[src/rtl/reset_sequencer_pkg.sv]
// Shared types and helpers for the reset sequencer: FSM state encoding and counter sizing.
package reset_sequencer_pkg;

  localparam logic [1:0] StateHold    = 2'd0;
  localparam logic [1:0] StateRelease = 2'd1;
  localparam logic [1:0] StateRun     = 2'd2;
  localparam logic [1:0] StateProgram = 2'd3;

  typedef enum logic [1:0] {
    StHold    = StateHold,
    StRelease = StateRelease,
    StRun     = StateRun,
    StProgram = StateProgram
  } state_e;

  // Bits needed for a counter whose largest value is max_val.
  function automatic int unsigned cnt_width(input int unsigned max_val);
    return (max_val < 2) ? 1 : $clog2(max_val + 1);
  endfunction

endpackage

[src/rtl/btn_debounce.sv]
// Power-button synchroniser and debouncer. The debounced level is active-low like btn_n;
// press_pulse/release_pulse are high in the cycle before the level flips.
module btn_debounce
  import reset_sequencer_pkg::*;
#(
  parameter int unsigned DEBOUNCE = 1024
) (
  input  logic clk,
  input  logic rst,
  input  logic btn_n,
  output logic level,
  output logic press_pulse,
  output logic release_pulse
);

  localparam int unsigned CW = cnt_width(DEBOUNCE - 1);

  logic          sync1_q, sync2_q, level_q, flip;
  logic [CW-1:0] cnt_q, cnt_d;

  always_ff @(posedge clk or posedge rst) begin
    if (rst) begin
      sync1_q <= 1'b1;
      sync2_q <= 1'b1;
      level_q <= 1'b1;
      cnt_q   <= '0;
    end else begin
      sync1_q <= btn_n;
      sync2_q <= sync1_q;
      cnt_q   <= cnt_d;
      if (flip) level_q <= sync2_q;
    end
  end

  always_comb begin
    flip  = 1'b0;
    cnt_d = '0;
    if (sync2_q != level_q) begin
      if (cnt_q == CW'(DEBOUNCE - 1)) flip = 1'b1;
      else                            cnt_d = cnt_q + CW'(1);
    end
  end

  assign level         = level_q;
  assign press_pulse   = flip & level_q;
  assign release_pulse = flip & ~level_q;

endmodule

[src/rtl/reset_sequencer.sv]
// Per-domain staggered reset release after PLL lock, with power-button warm reset and
// (when RESET_SEQUENCER_LONG_PRESS_PROG_EN is defined) long-press reconfiguration request.
module reset_sequencer
  import reset_sequencer_pkg::*;
#(
  parameter int unsigned N_DOMAINS  = 3,
  parameter int unsigned COUNT      = 100,
  parameter int unsigned STAGGER    = 16,
  parameter int unsigned DEBOUNCE   = 1024,
  parameter int unsigned LONG_PRESS = 2**24
) (
  input  logic                 clk,
  input  logic                 rst,
  input  logic                 force_rst_n,
  input  logic                 btn_n,
  output logic [N_DOMAINS-1:0] rst_n_out,
  output logic                 user_programn,
  output logic                 running
);

  localparam int unsigned HW = cnt_width(COUNT);
  localparam int unsigned SW = cnt_width(STAGGER - 1);

  logic                 force_s1_q, force_s2_q;
  state_e               state_q, state_d;
  logic [HW-1:0]        hold_q, hold_d;
  logic [SW-1:0]        stag_q, stag_d;
  logic [N_DOMAINS-1:0] rst_n_q, rst_n_d;
  logic                 running_q, running_d;
  logic                 btn_level, btn_press, btn_release;
  logic                 warm, long_press;

  btn_debounce #(
    .DEBOUNCE (DEBOUNCE)
  ) u_btn_debounce (
    .clk           (clk),
    .rst           (rst),
    .btn_n         (btn_n),
    .level         (btn_level),
    .press_pulse   (btn_press),
    .release_pulse (btn_release)
  );

`ifdef RESET_SEQUENCER_LONG_PRESS_PROG_EN
  localparam int unsigned PW = cnt_width(LONG_PRESS);

  logic [PW-1:0] press_q, press_d;
  logic          prog_n_q;

  // Press length in cycles since the debounced fall, saturating so it never wraps.
  always_comb begin
    press_d = press_q;
    if (btn_level || btn_press)        press_d = '0;
    else if (press_q != PW'(LONG_PRESS)) press_d = press_q + PW'(1);
  end

  assign long_press = ~btn_level & (press_q == PW'(LONG_PRESS - 1));
  assign warm       = btn_release & (press_q < PW'(LONG_PRESS - 1));

  always_ff @(posedge clk or posedge rst) begin
    if (rst) begin
      press_q  <= '0;
      prog_n_q <= 1'b1;
    end else begin
      press_q <= press_d;
      if (long_press) prog_n_q <= 1'b0;
    end
  end

  assign user_programn = prog_n_q;
`else
  localparam int unsigned unused_long_press = LONG_PRESS;
  logic unused_btn;

  assign unused_btn    = btn_level ^ btn_press;
  assign long_press    = 1'b0;
  assign warm          = btn_release;
  assign user_programn = 1'b1;
`endif

  always_ff @(posedge clk or posedge rst) begin
    if (rst) begin
      force_s1_q <= 1'b0;
      force_s2_q <= 1'b0;
      state_q    <= StHold;
      hold_q     <= '0;
      stag_q     <= '0;
      rst_n_q    <= '0;
      running_q  <= 1'b0;
    end else begin
      force_s1_q <= force_rst_n;
      force_s2_q <= force_s1_q;
      state_q    <= state_d;
      hold_q     <= hold_d;
      stag_q     <= stag_d;
      rst_n_q    <= rst_n_d;
      running_q  <= running_d;
    end
  end

  always_comb begin
    state_d   = state_q;
    hold_d    = hold_q;
    stag_d    = stag_q;
    rst_n_d   = rst_n_q;
    running_d = running_q;
    if (long_press || state_q == StProgram) begin
      state_d   = StProgram;
      rst_n_d   = '0;
      running_d = 1'b0;
    end else if (!force_s2_q || warm) begin
      state_d   = StHold;
      hold_d    = '0;
      stag_d    = '0;
      rst_n_d   = '0;
      running_d = 1'b0;
    end else begin
      case (state_q)
        StHold: begin
          // Exit once COUNT lock-high cycles have been counted; domain 0 leaves reset here.
          if (hold_q == HW'(COUNT)) begin
            rst_n_d = N_DOMAINS'(1);
            stag_d  = '0;
            if (N_DOMAINS == 1) begin
              state_d   = StRun;
              running_d = 1'b1;
            end else begin
              state_d = StRelease;
            end
          end else begin
            hold_d = hold_q + HW'(1);
          end
        end
        StRelease: begin
          if (stag_q == SW'(STAGGER - 1)) begin
            stag_d  = '0;
            rst_n_d = (rst_n_q << 1) | N_DOMAINS'(1);
            if (rst_n_d[N_DOMAINS-1]) begin
              state_d   = StRun;
              running_d = 1'b1;
            end
          end else begin
            stag_d = stag_q + SW'(1);
          end
        end
        default: ;
      endcase
    end
  end

  assign rst_n_out = rst_n_q;
  assign running   = running_q;

endmodule
[config.mk]
export PLATFORM = sky130hd
export DESIGN_NAME = reset_sequencer
export DESIGN_NICKNAME = d
export VERILOG_FILES = /design/src/rtl/reset_sequencer_pkg.sv /design/src/rtl/btn_debounce.sv /design/src/rtl/reset_sequencer.sv
export SDC_FILE = /design/constraint.sdc
export NUM_CORES = 1
export LEC_CHECK = 0
export BUFFER_PORTS_ARGS = -buffer_cell sky130_fd_sc_hd__clkbuf_2
export CAP_MARGIN = 10
export CORE_MARGIN = 2
export CORE_UTILIZATION = 54
export DETAILED_ROUTE_END_ITERATION = 10
export MAX_ROUTING_LAYER = met4
export PLACE_DENSITY = 0.77
export RECOVER_POWER = 25
export SETUP_SLACK_MARGIN = 0.15
export SLEW_MARGIN = 40
export SYNTH_ARGS = -nofsm -noshare
export SYNTH_HDL_FRONTEND = slang
export SYNTH_SLANG_ARGS = --single-unit
[constraint.sdc]
create_clock -name clk -period 1.5 [get_ports clk]
set_input_delay 0.375 -clock clk [delete_from_list [all_inputs] [get_ports clk]]
set_output_delay 0.375 -clock clk [all_outputs]
set_load 0.01 [all_outputs]
; Word-level counts from Yosys, hierarchy flattened
; Cells that the tools add are included.
[totals]
out_inout_bits = 5
elab_cells = 69
in_bits = 4
regBits = 32
[classes]
n_eq_ne = 11
bitwise_logic = 3
n_reduce_logical = 14
addsub = 3
muxes = 27
[op_table]
columns = cell, n
row1 = 7-bit two-way mux, 3
row2 = 10-bit two-way mux, 2
row3 = 3-bit two-way mux, 4
row4 = 4-bit two-way mux, 3
row5 = "4-bit inequality test, second input constant", 3
row6 = 3-bit AND reduction, 4
row7 = 3-bit nonzero test, 4
row8 = "10-bit by 1-bit adder with 10-bit output, second input constant", 1
row9 = "10-bit equality test, second input constant", 1
row10 = 2-bit two-way mux, 5
row11 = 4-bit case mux with 2 select lines, 1
row12 = "7-bit by 1-bit adder with 7-bit output, second input constant", 1
row13 = "7-bit equality test, second input constant", 1
row14 = 1-bit two-way mux, 7
row15 = 3-bit case mux with 2 select lines, 1
row16 = "4-bit by 1-bit adder with 4-bit output, second input constant", 1
row17 = "4-bit equality test, second input constant", 1
row18 = 2-bit case mux with 2 select lines, 1
row19 = 4-bit AND reduction, 1
row20 = 4-bit nonzero test, 1
row21 = "3-bit inequality test, second input constant", 1
row22 = "2-bit by 1-bit equality test with 1-bit output, second input constant", 1
row23 = "2-bit equality test, second input constant", 1
row24 = 2-bit zero test, 1
row25 = other kinds (7), 8

; Longest topological paths before layout
[logic_depth]
word_depth = 7
ltp_mapped = 7
mapped_depth_nobuf = 6

; By module
; Synthesis repeated with hierarchy kept, for this count alone.
[hier_totals]
hier_cells = 173
hier_area_um2 = 1756.7
[by_module_without_submodules]
columns = module, instances, cells_per_inst, area_each_um2, seq_area_each_um2
row1 = reset_sequencer, 1, 116, 1128.6, 475.5
row2 = btn_debounce, 1, 57, 628.1, 329.1

; Least setup slack after synthesis
; Ideal clock, no wire load.
[synth_timing]
path_type = reg2reg
startpoint = reg u_btn_debounce.cnt_q[0]
endpoint = reg hold_q[2]
t_arrival_ns = 1.479
setup_time_ns = 0.118
path_stages_with_launch = 7
required_ns = 1.382
path_buffers = 1
synth_period_minus_slack_ns = 1.597
slack_ns = -0.097
cell_sequence = dfrtp_1 -> ha_1 -> nand4_2 -> o31a_1 -> buf_6 -> a32o_1 -> a21o_1
[synth_between]
elab_chain_len = 7
word_cells_on_any_way = 9
classes_between = eq/ne: 2 / mux: 3 / bitwise: 1 / reduce/logical: 3
[synth_rtl]
columns = element, line_no
row1 = from (decl), btn_debounce.sv:19  ; logic [CW-1:0] cnt_q, cnt_d;
row2 = from (signal assigned), btn_debounce.sv:30  ; cnt_q <= cnt_d;
row3 = 10-bit equality test (*), btn_debounce.sv:39  ; if (cnt_q == CW'(DEBOUNCE - 1)) flip = 1'b1;
row4 = 1-bit two-way mux (*), btn_debounce.sv:39
row5 = 1-bit two-way mux (*), btn_debounce.sv:38  ; if (sync2_q != level_q) begin
row6 = 1-bit bitwise AND (*), btn_debounce.sv:46  ; assign release_pulse = flip & ~level_q;
row7 = 1-bit logical OR (*), reset_sequencer.sv:111  ; end else if (!force_s2_q || warm) begin
row8 = 2-bit inequality test (no source line) or 2-bit nonzero test (tied branches), n/a
row9 = 3-bit AND reduction (no source line), n/a
row10 = to (signal assigned), reset_sequencer.sv:94  ; hold_q <= hold_d;
row11 = to (decl), reset_sequencer.sv:26  ; logic [HW-1:0] hold_q, hold_d;
; Every way passes the cells marked *; elsewhere a longest branch is shown, timed or not.
; A chain may end at the register's enable or synchronous reset.

; Worst setup path after layout
[layout_timing]
startpoint = reg state_q[1]
endpoint = reg hold_q[0]
[layout_between]
elab_chain_len = 3
word_cells_on_any_way = 5
classes_between = eq/ne: 1 / bitwise: 1 / reduce/logical: 3
[layout_rtl]
columns = element, line_no
row1 = from (decl), reset_sequencer.sv:25  ; state_e state_q, state_d;
row2 = from (signal assigned), reset_sequencer.sv:85  ; state_q <= StHold;
row3 = from (signal assigned), reset_sequencer.sv:93  ; state_q <= state_d;
row4 = 2-bit zero test or 2-bit equality test (tied branches), "reset_sequencer.sv:118, reset_sequencer.sv:107"
row5 = 2-bit nonzero test (no source line) or 1-bit NOT (tied branches), n/a
row6 = 3-bit AND reduction (no source line) (*), n/a
; Marked as above.

==> metrics.sh <==
SYNTHMUXAREASHARE_PCT=1.758
FINCLKSKEW_NS=0.02167
SYNTH_SEQUENTIAL_AREA_RATIO_PCT=45.22
WORSTMARGINPINSLEW_NS=0.8019
FINALWEIGHTEDCONGESTION=0.8873
ASYNC_FLOP_SHARE_PCT=100.0
HOLD_VIOL_FINAL=0
ROUTED.TOP_LAYER='met4'
IR_WORST_VDD_uV=529.5
DRV.MAX_CAP_VIOLATION_COUNT=0
POST-PLACE-CELLS=262
POSTPLACECELLAREA_UM2=2136
HOLD_PATH_CLASS='input pin to register'
TIMING.FINAL.CRIT_SHARE_PCT=120.4
DRT-WIRELENGTH-PER-CELL_UM=21.08
PRIMARY_FF_MASTER_SYNTH='dfrtp_1'
CP-END-KIND='register'
POST_SYNTHESIS_SHARE_OF_CELL_AREA_SPENT_ON_XOR_AND_XNOR_GATES_PCT=3.938
DETAILROUTE.WIRELENGTH.MET3_UM=557
FIN_SETUP_TNS_NS=-2.291
FINAL_ROUTED_WIRELENGTH_MM=6.176
VIOLATIONS='setup timing'
AREA_GROWTH_SYN_TO_LAYOUT_PCT=50.00
SYNTH-SIMPLE-AREA-SHARE_PCT=20.68
STATIC-LEAKAGE-POWER_nW=1.191
LAYOUT_COMMONEST_CELL='buf_4'
IOS=9
VIAS_PER_CELL=6.454
COUNT_OF_INPUT_AND_OUTPUT_BUFFERS=7
DRV_SLEW=0
CPPEAKSTAGEDELAY_NS=0.45
DIODES=0
BUFFERS_FROM_CLOCK_ROOT_TO_SINK_AT_MOST=2
SYNTH_FP_NETS=192
POST_SYNTH_FA_HA_MAJ_AREA_FRACTION_PCT=4.923
VIA_COUNT=1891
DRCVIOLATIONCOUNT=0
CRITICAL-PATH-TOP-DELAY-FAMILY='flip-flops'
SEQUENTIAL_CELL_AREA_UM2=807.0
M1WIRELENGTH_MM=2.485
GRT_PASS1_WL_MM=7.859
OVERFLOW=0
UNREPAIRED_SETUP_ENDPOINTS_AFTER_GLOBAL_ROUTING='yes'
FINAL.FILL_COUNT=160
SETUP_VIOL_COUNT_FINAL=19
SYN-CELL-AREA_UM2=1779
POST_SYNTH_NUM_CELL_TYPES=50
POST-ROUTE-WORST-SETUP-SLACK_NS=-0.3066
FMAX_MHz=553.5
WORST_SETUP_HOLD_PATH_CLK_SLEW_NS=0.12
ANTENNA_FOUND_INITIAL=0
CTS_BUFFERS=5
FP.DIEW_UM=61.40
GRT_START_MAX_NET_PINS=33
FINALINSTANCEAREA_UM2=2669
SINKS_ON_CLOCK_NET=32
FIN_UTIL_PCT=86.01
CTS-ROOT-BUF='clkbuf_4'
RUN_STATUS='finished with violations'
CP_DATA_ARRIVAL_TIME_NS=2.06
NUMBER_OF_SYNTHESIZED_FLOPS_WITH_AN_ENABLE_PIN=0
DRT-INITIAL-DRC-COUNT=274
SYNTHESIS.INSTANCES=181
MULTI_INPUT_GATE_AREA_UM2=1147
INITIAL_CORE_UTIL_PCT=57.34
TIMING_WORST_SETUP_PATH_TYPE='register to register'
DIEAREA_UM2=3770
P_PER_AREA_nW_PER_UM2=662.0
FINAL_NET_COUNT=259
SYN_AREA_PER_CELL_UM2=9.830
CORE-AREA_UM2=3103
TOTAL_GRT_USAGE_PCT=30.24
WORSTPATHREQUIRED_NS=1.75
CRIT_SLOWEST_CELL='dfrtp_1'
WL_MET2_MM=2.859
CRITPATHBUFINV=2
FIN_CELLS=293
YS_SEQ_ELEMENTS=32
NUMBER_OF_WARNINGS_ISSUED_BY_YOSYS=0
DETAILED_PLACE_HPWL_MM=3.061
DRIVE_ABOVE_1_SHARE_PCT=52.61
MAX_SLEW_MARGIN_PCT=46.54
FIRST_GLOBAL_VIAS=1635
DETAIL-ROUTE-ANTENNA-NETS=0
WORSTSKEWPAIRLATENCY_NS=0.36
CP_CELL_SEQUENCE='inv_2 -> ha_4 -> inv_4 -> a31o_2 -> or3_4 -> mux2i_1'
FINALWORSTPATHREQUIREDPERIOD_NS=1.807
DRTPASS1ITERATIONS=5
CHIPHEIGHT_UM=61.40
SYNTH_COMPOUND_GATE_AREA_SHARE_PCT=17.79
CORE.ROWCOUNT=20
START_KIND='register'
MAIN_COMBINATIONAL_CELL_FAMILY_BY_AREA_AFTER_SYNTHESIS='simple AND/OR/NAND/NOR gates'
CTS_TREE='yes'
WORSTPATHMAXFANOUT=5
MOSTFREQUENTLAYOUTCELLS='43 x buf_4, 27 x dfrtp_1, 15 x buf_6'
PLACEMENT.SETUP.WORST_SLACK_NS=-0.1381
REPORT.POWER.TOTAL_mW=1.767
WORST_HOLD_SLACK_NS=0.1064
CTS_MAX_LEVEL=2
## cell type report
class	count	area share (%)
clock buffers	6	1.547
clock inverters	2	1.313
flip-flops and latches	32	30.24
inverters	13	1.922
well taps	44	2.063
repair buffers	66	19.92
multi-input cells	130	42.99
## synth_stat cells (2+ instances only)
library cell / number / area share (%)
o21ai_0: 9 / 2.5
inv_1: 13 / 2.7
or3_1: 2 / 0.70
clkbuf_1: 2 / 0.42
o211ai_1: 2 / 0.84
dfstp_2: 3 / 4.4
xnor2_1: 2 / 0.98
mux2i_1: 2 / 1.1
a31oi_1: 7 / 2.5
o22ai_1: 2 / 0.70
ha_1: 7 / 4.9
nand3_1: 8 / 2.3
dfrtp_1: 29 / 41
nor2_1: 14 / 3.0
nand2b_1: 3 / 1.1
nor3b_1: 2 / 0.84
a21oi_1: 9 / 2.5
nand4_1: 7 / 2.5
nand2_1: 12 / 2.5
and3_1: 4 / 1.4
or4_1: 2 / 0.84
buf_6: 2 / 1.3
buf_4: 2 / 0.84
nor3_1: 2 / 0.56
xor2_1: 6 / 3.0
and4_1: 2 / 0.98
nand4_2: 2 / 1.4
a21o_1: 2 / 0.84
## where the power goes
group | switching [mW] | internal [mW] | total, mW
clock network | 0.318 | 0.349 | 0.667
logic | 0.103 | 0.0985 | 0.201
registers | 0.0154 | 0.883 | 0.898
total | 0.436 | 1.33 | 1.77
## state kept, by name (all words and copies together), names as in the netlist, 2 cells and up
signal                count
state_q                   2
u_btn_debounce.cnt_q     10
stag_q                    4
hold_q                    7
rst_n_out                 3
## cells by family (layout without fill, tap and decap cells)
group / count (synthesis) / count (layout)
buf+inv: 20 / 87
compound gates: 45 / 46
other cells: 1 / 1
fa+ha+maj: 7 / 7
flops: 32 / 32
simple gates: 65 / 65
mux: 3 / 3
xor+xnor: 8 / 8
## layer usage
metal | up-vias | track usage [%]
li1 | 795 | -
met1 | 918 | 38.36
met2 | 131 | 48.48
met3 | 47 | 6.513
met4 | 0 | 9.726
met5 | - | -
## final timing paths
path	from	endpoint	slack (ns)	cells after the start
min in group asynchronous	rst	state_q[1]$_DFFE_PP0P_	0.21	3
hold reg to reg	u_btn_debounce.sync1_q$_DFF_PP1_	u_btn_debounce.sync2_q$_DFF_PP1_	0.37	0
setup reg to reg	state_q[1]$_DFFE_PP0P_	hold_q[0]$_DFFE_PP0P_	-0.31	6
max in group asynchronous	rst	rst_n_out[1]$_DFFE_PP0P_	0.73	3
hold / removal	btn_n	u_btn_debounce.sync1_q$_DFF_PP1_	0.11	1
setup / recovery	state_q[1]$_DFFE_PP0P_	hold_q[0]$_DFFE_PP0P_	-0.31	6
## repair_timing
action,4_1_cts,5_1_grt
hold endpoints to repair,0,0
hold buffers,0,0
resized for setup,26,49
setup endpoints to repair,27,28
buffers inserted,10,11
pin swaps,15,19
cloned,0,2
Note: power is estimated with default switching activity, not from simulation.
